`src/rtl/ps2_scan_fifo.sv`:
```
// ps2_scan_fifo
// PS/2 keyboard receiver with prefix decoding and a scan-code FIFO behind a
// small register interface.
//   clk      system clock (rising edge)
//   rst_n    asynchronous active-low reset
//   key_clk  PS/2 clock from device (asynchronous)
//   key_din  PS/2 data from device (asynchronous)
//   cs, rd   read access when both high for one cycle
//   address  0=DATA (pops), 1=FLAGS, 2=STATUS (clears sticky errors), 3=reserved
//   dout     registered read data, holds when there is no access
//   irq      high while the FIFO is non-empty
module ps2_scan_fifo #(
  parameter int DEPTH   = 8,
  parameter int FILTER  = 4,
  parameter int TIMEOUT = 25000
) (
  input  logic       clk,
  input  logic       rst_n,
  input  logic       key_clk,
  input  logic       key_din,
  input  logic       cs,
  input  logic       rd,
  input  logic [1:0] address,
  output logic [7:0] dout,
  output logic       irq
);

  localparam int AW = $clog2(DEPTH);
  localparam int FW = $clog2(FILTER + 1);
  localparam int TW = $clog2(TIMEOUT + 1);

  logic          r_clk_s1, r_clk_s2, r_din_s1, r_din_s2;
  logic          r_kclk_f;
  logic [FW-1:0] r_filt_cnt;
  logic [10:0]   r_frame;
  logic [3:0]    r_bitcnt;
  logic          r_chk;
  logic [TW-1:0] r_to_cnt;
  logic          r_pend_ext, r_pend_brk;
  logic          r_ovf, r_par_err, r_frm_err;
  logic [AW:0]   r_wptr, r_rptr;
  logic [9:0]    r_mem [DEPTH];

  logic       w_filt_diff, w_filt_flip, w_fall, w_timeout;
  logic [7:0] w_code;
  logic       w_bad_fr, w_bad_par, w_good, w_push;
  logic       w_empty, w_full, w_acc, w_pop, w_wr, w_ovf_set, w_stat_rd;
  logic [9:0] w_head;

  // ---- synchronisers and glitch filter ----
  always_ff @(posedge clk or negedge rst_n) begin
    if (!rst_n) begin
      r_clk_s1 <= 1'b1;
      r_clk_s2 <= 1'b1;
      r_din_s1 <= 1'b1;
      r_din_s2 <= 1'b1;
    end else begin
      r_clk_s1 <= key_clk;
      r_clk_s2 <= r_clk_s1;
      r_din_s1 <= key_din;
      r_din_s2 <= r_din_s1;
    end
  end

  // The filtered clock only follows after FILTER consecutive differing samples.
  assign w_filt_diff = (r_clk_s2 != r_kclk_f);
  assign w_filt_flip = w_filt_diff && (r_filt_cnt == FW'(FILTER - 1));
  assign w_fall      = w_filt_flip && !r_clk_s2;

  always_ff @(posedge clk or negedge rst_n) begin
    if (!rst_n) begin
      r_kclk_f   <= 1'b1;
      r_filt_cnt <= '0;
    end else if (!w_filt_diff || w_filt_flip) begin
      r_filt_cnt <= '0;
      if (w_filt_flip) r_kclk_f <= r_clk_s2;
    end else begin
      r_filt_cnt <= r_filt_cnt + 1'b1;
    end
  end

  // ---- frame capture and idle timeout ----
  assign w_timeout = (r_bitcnt != 4'd0) && !w_fall && (r_to_cnt == TW'(TIMEOUT - 1));

  always_ff @(posedge clk or negedge rst_n) begin
    if (!rst_n) begin
      r_frame  <= '0;
      r_bitcnt <= '0;
      r_chk    <= 1'b0;
      r_to_cnt <= '0;
    end else begin
      r_chk <= w_fall && (r_bitcnt == 4'd10);
      if (w_fall) begin
        r_frame  <= {r_din_s2, r_frame[10:1]};
        r_bitcnt <= (r_bitcnt == 4'd10) ? 4'd0 : r_bitcnt + 4'd1;
      end else if (w_timeout) begin
        r_bitcnt <= 4'd0;
      end
      if (r_bitcnt == 4'd0 || w_fall || w_timeout) r_to_cnt <= '0;
      else                                         r_to_cnt <= r_to_cnt + 1'b1;
    end
  end

  // ---- frame check and prefix decode (cycle after the stop-bit edge) ----
  assign w_code    = r_frame[8:1];
  assign w_bad_fr  = r_chk && (r_frame[0] || !r_frame[10]);
  assign w_bad_par = r_chk && !w_bad_fr && !(^r_frame[9:1]);
  assign w_good    = r_chk && !w_bad_fr && !w_bad_par;
  assign w_push    = w_good && (w_code != 8'hE0) && (w_code != 8'hF0);

  always_ff @(posedge clk or negedge rst_n) begin
    if (!rst_n) begin
      r_pend_ext <= 1'b0;
      r_pend_brk <= 1'b0;
    end else if (w_bad_fr || w_bad_par || w_push) begin
      r_pend_ext <= 1'b0;
      r_pend_brk <= 1'b0;
    end else if (w_good) begin
      if (w_code == 8'hE0) r_pend_ext <= 1'b1;
      if (w_code == 8'hF0) r_pend_brk <= 1'b1;
    end
  end

  // ---- FIFO ----
  assign w_empty   = (r_wptr == r_rptr);
  assign w_full    = (r_wptr[AW] != r_rptr[AW]) && (r_wptr[AW-1:0] == r_rptr[AW-1:0]);
  assign w_head    = w_empty ? 10'd0 : r_mem[r_rptr[AW-1:0]];
  assign w_acc     = cs && rd;
  assign w_pop     = w_acc && (address == 2'd0) && !w_empty;
  assign w_stat_rd = w_acc && (address == 2'd2);
  // A pop in the same cycle frees the slot, so a push into a full FIFO still lands.
  assign w_wr      = w_push && (!w_full || w_pop);
  assign w_ovf_set = w_push && w_full && !w_pop;

  always_ff @(posedge clk) begin
    if (w_wr) r_mem[r_wptr[AW-1:0]] <= {r_pend_ext, r_pend_brk, w_code};
  end

  always_ff @(posedge clk or negedge rst_n) begin
    if (!rst_n) begin
      r_wptr <= '0;
      r_rptr <= '0;
    end else begin
      if (w_wr)  r_wptr <= r_wptr + 1'b1;
      if (w_pop) r_rptr <= r_rptr + 1'b1;
    end
  end

  // ---- sticky errors: a same-cycle set wins over the STATUS-read clear ----
  always_ff @(posedge clk or negedge rst_n) begin
    if (!rst_n) begin
      r_ovf     <= 1'b0;
      r_par_err <= 1'b0;
      r_frm_err <= 1'b0;
    end else begin
      r_ovf     <= w_ovf_set | (r_ovf & !w_stat_rd);
      r_par_err <= w_bad_par | (r_par_err & !w_stat_rd);
      r_frm_err <= w_bad_fr | w_timeout | (r_frm_err & !w_stat_rd);
    end
  end

  // ---- register read port ----
  always_ff @(posedge clk or negedge rst_n) begin
    if (!rst_n) begin
      dout <= 8'h00;
    end else if (w_acc) begin
      case (address)
        2'd0:    dout <= w_head[7:0];
        2'd1:    dout <= {!w_empty, w_head[8], w_head[9], 5'b0};
        2'd2:    dout <= {!w_empty, w_full, r_ovf, r_par_err, r_frm_err, 3'b0};
        default: dout <= 8'h00;
      endcase
    end
  end

  assign irq = !w_empty;

endmodule

```
`config.mk`:
```
export PLATFORM = sky130hd
export DESIGN_NAME = ps2_scan_fifo
export DESIGN_NICKNAME = d
export VERILOG_FILES = /design/src/rtl/ps2_scan_fifo.sv
export SDC_FILE = /design/constraint.sdc
export NUM_CORES = 1
export LEC_CHECK = 0
export CELL_PAD_IN_SITES_DETAIL_PLACEMENT = 1
export CELL_PAD_IN_SITES_GLOBAL_PLACEMENT = 1
export CORE_ASPECT_RATIO = 0.75
export CORE_MARGIN = 3
export CORE_UTILIZATION = 52
export CTS_CLUSTER_SIZE = 16
export DETAILED_ROUTE_END_ITERATION = 10
export PLACE_DENSITY_LB_ADDON = 0.1
export SLEW_MARGIN = 20
export SYNTH_ARGS = -nofsm -noshare
export SYNTH_HDL_FRONTEND = slang
export SYNTH_SLANG_ARGS = --single-unit
```
`constraint.sdc`:
```
create_clock -name clk -period 3.95 [get_ports clk]
set_input_delay 1.185 -clock clk [delete_from_list [all_inputs] [get_ports clk]]
set_output_delay 1.185 -clock clk [all_outputs]
set_load 0.01 [all_outputs]
```
==> run_results.csv <==
group,metric,value,unit
timing,hold_viol_final,0,
floorplan,start_util,53.59,%
run,drv_cap,0,
timing,setup_viol,0,
synth,yosysWarningCount,0,
synth,netlist_instances,389,
timing,max_freq,0.3069,GHz
critical_path,r2r_start,"r_frame[5]$_DFFE_PN0P_",
synth,synth_area_leader_cell,"edfxtp_1",
placed_design,port_buffers,16,
route,vias,3351,
global_routing,grt_pass1_vias,3638,
layout,layout.nets,446,
placed_design,dp_slack,0.4907,ns
timing,worst_pin_slew,0.7942,ns
layout,fin_cells,578,
placed_design,dpl.hpwl,8.997,mm
power_and_ir_drop,powerDensity,597.4,mW/mm^2
critical_path,criticalPathCategory,"flop to primary output",
route,first_iter_violations,244,
route,detail-route-antenna-nets,0,
timing,relSlewSlack,47.05,%
critical_path,cp.required,2.76,ns
layout,drive_gt1_share,18.72,%
clock_network,cts_hold_buf,0,
route,firstDrtPassIters,5,
critical_path,critical_path.endpoint_type,"primary output",
route,finalWirelength,13.45,mm
clock_network,clkTransAtPathRegs,0.06,ns
critical_path,cp_cell_sequence,"xnor2_1 -> nand4_1 -> clkdlybuf4s50_1",
timing,period_needed,3.258,ns
clock_network,cts.path.max_buffers,2,
global_routing,antenna_found_initial,0,
critical_path,critPathLaunchType,"flop",
route,avgViaCountPerCell,5.798,
synth,synthTopCellsByCount,"edfxtp_1, dfrtp_1, nor2_1",
floorplan,dieHeight,98.31,um
synth,seq_area_frac_synth,66.18,%
timing,final-max-slew-violation-count,0,
critical_path,arrival,2.07,ns
route,drc,0,
timing,finalClockSkew,0.006794,ns
global_routing,global_route.usage.total,23.36,%
timing,setup-tns-final,0,ns
critical_path,slowest_stage,"clkdlybuf4s50_1",
placed_design,dp_cells,546,
layout,fin_util,62.21,%
clock_network,cts_buffers,17,
clock_network,htreeDepth,4,
floorplan,ios,17,
timing,period_share,82.49,%
floorplan,core-area,0.01102,sq mm
synth,post-synth-top-count-cell,"edfxtp_1",
global_routing,grt_pass1_wl,21.58,mm
synth,synth_ff_type,"edfxtp_1",
clock_network,clk_latency,0.41,ns
clock_network,cts_sinks,140,
floorplan,fp.dieW,129.1,um
layout,syn2layout_area_growth,16.07,%
floorplan,dieArea,0.01269,sq mm
route,wl_per_cell,23.26,um
layout,n_fill_cell,1023,
global_routing,grt_max_degree,61,
synth,synthDistinctLibCells,52,
run_status,status,"complete, no violations",
layout,diodes,0,
worst_hold_path,min_from,"r_clk_s1$_DFF_PN1_",
timing,finalWorstSetupSlack,0.6917,ns
clock_network,cts_setup_buffers,0,
timing,rsz0062_at_grt,"no",
power_and_ir_drop,max-vdd-ir-drop,0.3012,mV
synth,synth-seq-cells,140,
floorplan,rows,33,
clock_network,root_buffer,"clkbuf_16",
critical_path,crit_fanout,8,
clock_network,cts_tree,"yes",
worst_hold_path,hp-class,"flop to flop",
synth,synth.top_cell.area_share,40.66,%
synth,netlist_area,0.005908,sq mm
power_and_ir_drop,leakagePower,2.623,nW
synth,ys_async_sr_fraction,42.86,%
synth,synth_area_leaders,"edfxtp_1, dfrtp_1, mux4_2",
global_routing,grt_remaining_overflow,0,
synth,syn_nets,410,
critical_path,cpPeakStageDelay,0.57,ns
placed_design,routabilityCongestion,0.7834,
clock_network,ctsResizeCount,0,
synth,synth-edff-count,80,
critical_path,cp-startpoint,"r_wptr[2]$_DFFE_PN0P_",
synth,syn_area_per_cell,15.19,sq um
-- area by class of cell --
type	instances	area [sq um]	share of cell area, %
Multi-Input combinational cell	223	1867	27.22
Clock buffer	21	493.0	7.188
Inverter	13	48.80	0.7115
Sequential cell	140	3910	57.02
Clock inverter	11	103.9	1.514
Tap cell	140	175.2	2.554
Timing Repair Buffer	30	260.3	3.795
-- through the flow --
step                hold slack, ns  power (mW)  cell area (sq um)
floorplan                   0.3452       2.299               5908
global placement            0.3458       2.509               6261
detailed placement          0.3470       2.552               6261
CTS                         0.3564       4.146               6858
global route                0.3605       4.287               6858
finish                      0.3555       4.097               6858
-- metal layers --
layer	GRT usage, %	vias to the layer above	part of all wire (%)
met3	7.381	13	8.1
met2	34.51	96	46
met1	33.99	1720	44
li1	-	1522	-
met4	6.134	0	1.3
met5	0	-	0
-- critical path, delay by kind of cell (launching register included) --
kind | cells | cell delay [ns]
buffers and inverters | 1 | 0.57
DFF | 1 | 0.54
xor gates and xnor gates | 1 | 0.29
and+or+nand+nor | 1 | 0.28
-- final timing paths --
| path | end | slack (ns) | depth (start not counted) |
|---|---|---|---|
| worst max-delay path | irq | 0.69 | 3 |
| max in group asynchronous | r_bitcnt[3]$_DFFE_PN0P_ | 2.48 | 2 |
| worst min-delay path | r_clk_s2$_DFF_PN1_ | 0.36 | 0 |
| worst max register to register | r_mem[2][5]$_DFFE_PP_ | 0.86 | 9 |
| min in group asynchronous | r_rptr[1]$_DFFE_PN0P_ | 0.91 | 2 |
| worst min register to register | r_clk_s2$_DFF_PN1_ | 0.36 | 0 |
-- state kept, by name, indices dropped and copies added (netlist names), 3 cells and up --
signal / flops
r_rptr: 4
r_filt_cnt: 3
r_to_cnt: 15
dout: 8
r_mem: 80
r_frame: 11
r_bitcnt: 4
r_wptr: 4
-- report_power, final --
part	leakage, nW	internal (mW)	switching, mW
combinational	0.784	0.376	0.453
clock	0.301	0.966	0.614
sequential	1.54	1.62	0.0650
total	2.62	2.97	1.13
-- cells in the final DEF, fill, tap and decap left out, types with 13 or more instances in the layout --
cell type,Yosys,layout
inv_1,13,13
nand2_1,25,25
edfxtp_1,80,80
xnor2_1,17,17
buf_4,0,14
ha_1,13,13
clkdlybuf4s50_1,0,15
nor2_1,31,31
dfrtp_1,55,55
mux4_2,14,14
clkbuf_16,0,19
-- cells by family (layout without fill, tap and decap cells) --
family	count (synthesis)	after routing	synth area share [%]
AO/OA/AOI/OAI	37	37	4.130
XOR/XNOR	27	27	4.235
adder cells (fa/ha/maj)	13	13	2.753
buffers and inverters	26	75	2.329
flip-flops	140	140	66.18
multiplexers	39	39	11.18
AND/OR/NAND/NOR	107	107	9.191
No activity file was read; power rests on OpenSTA's default activity.
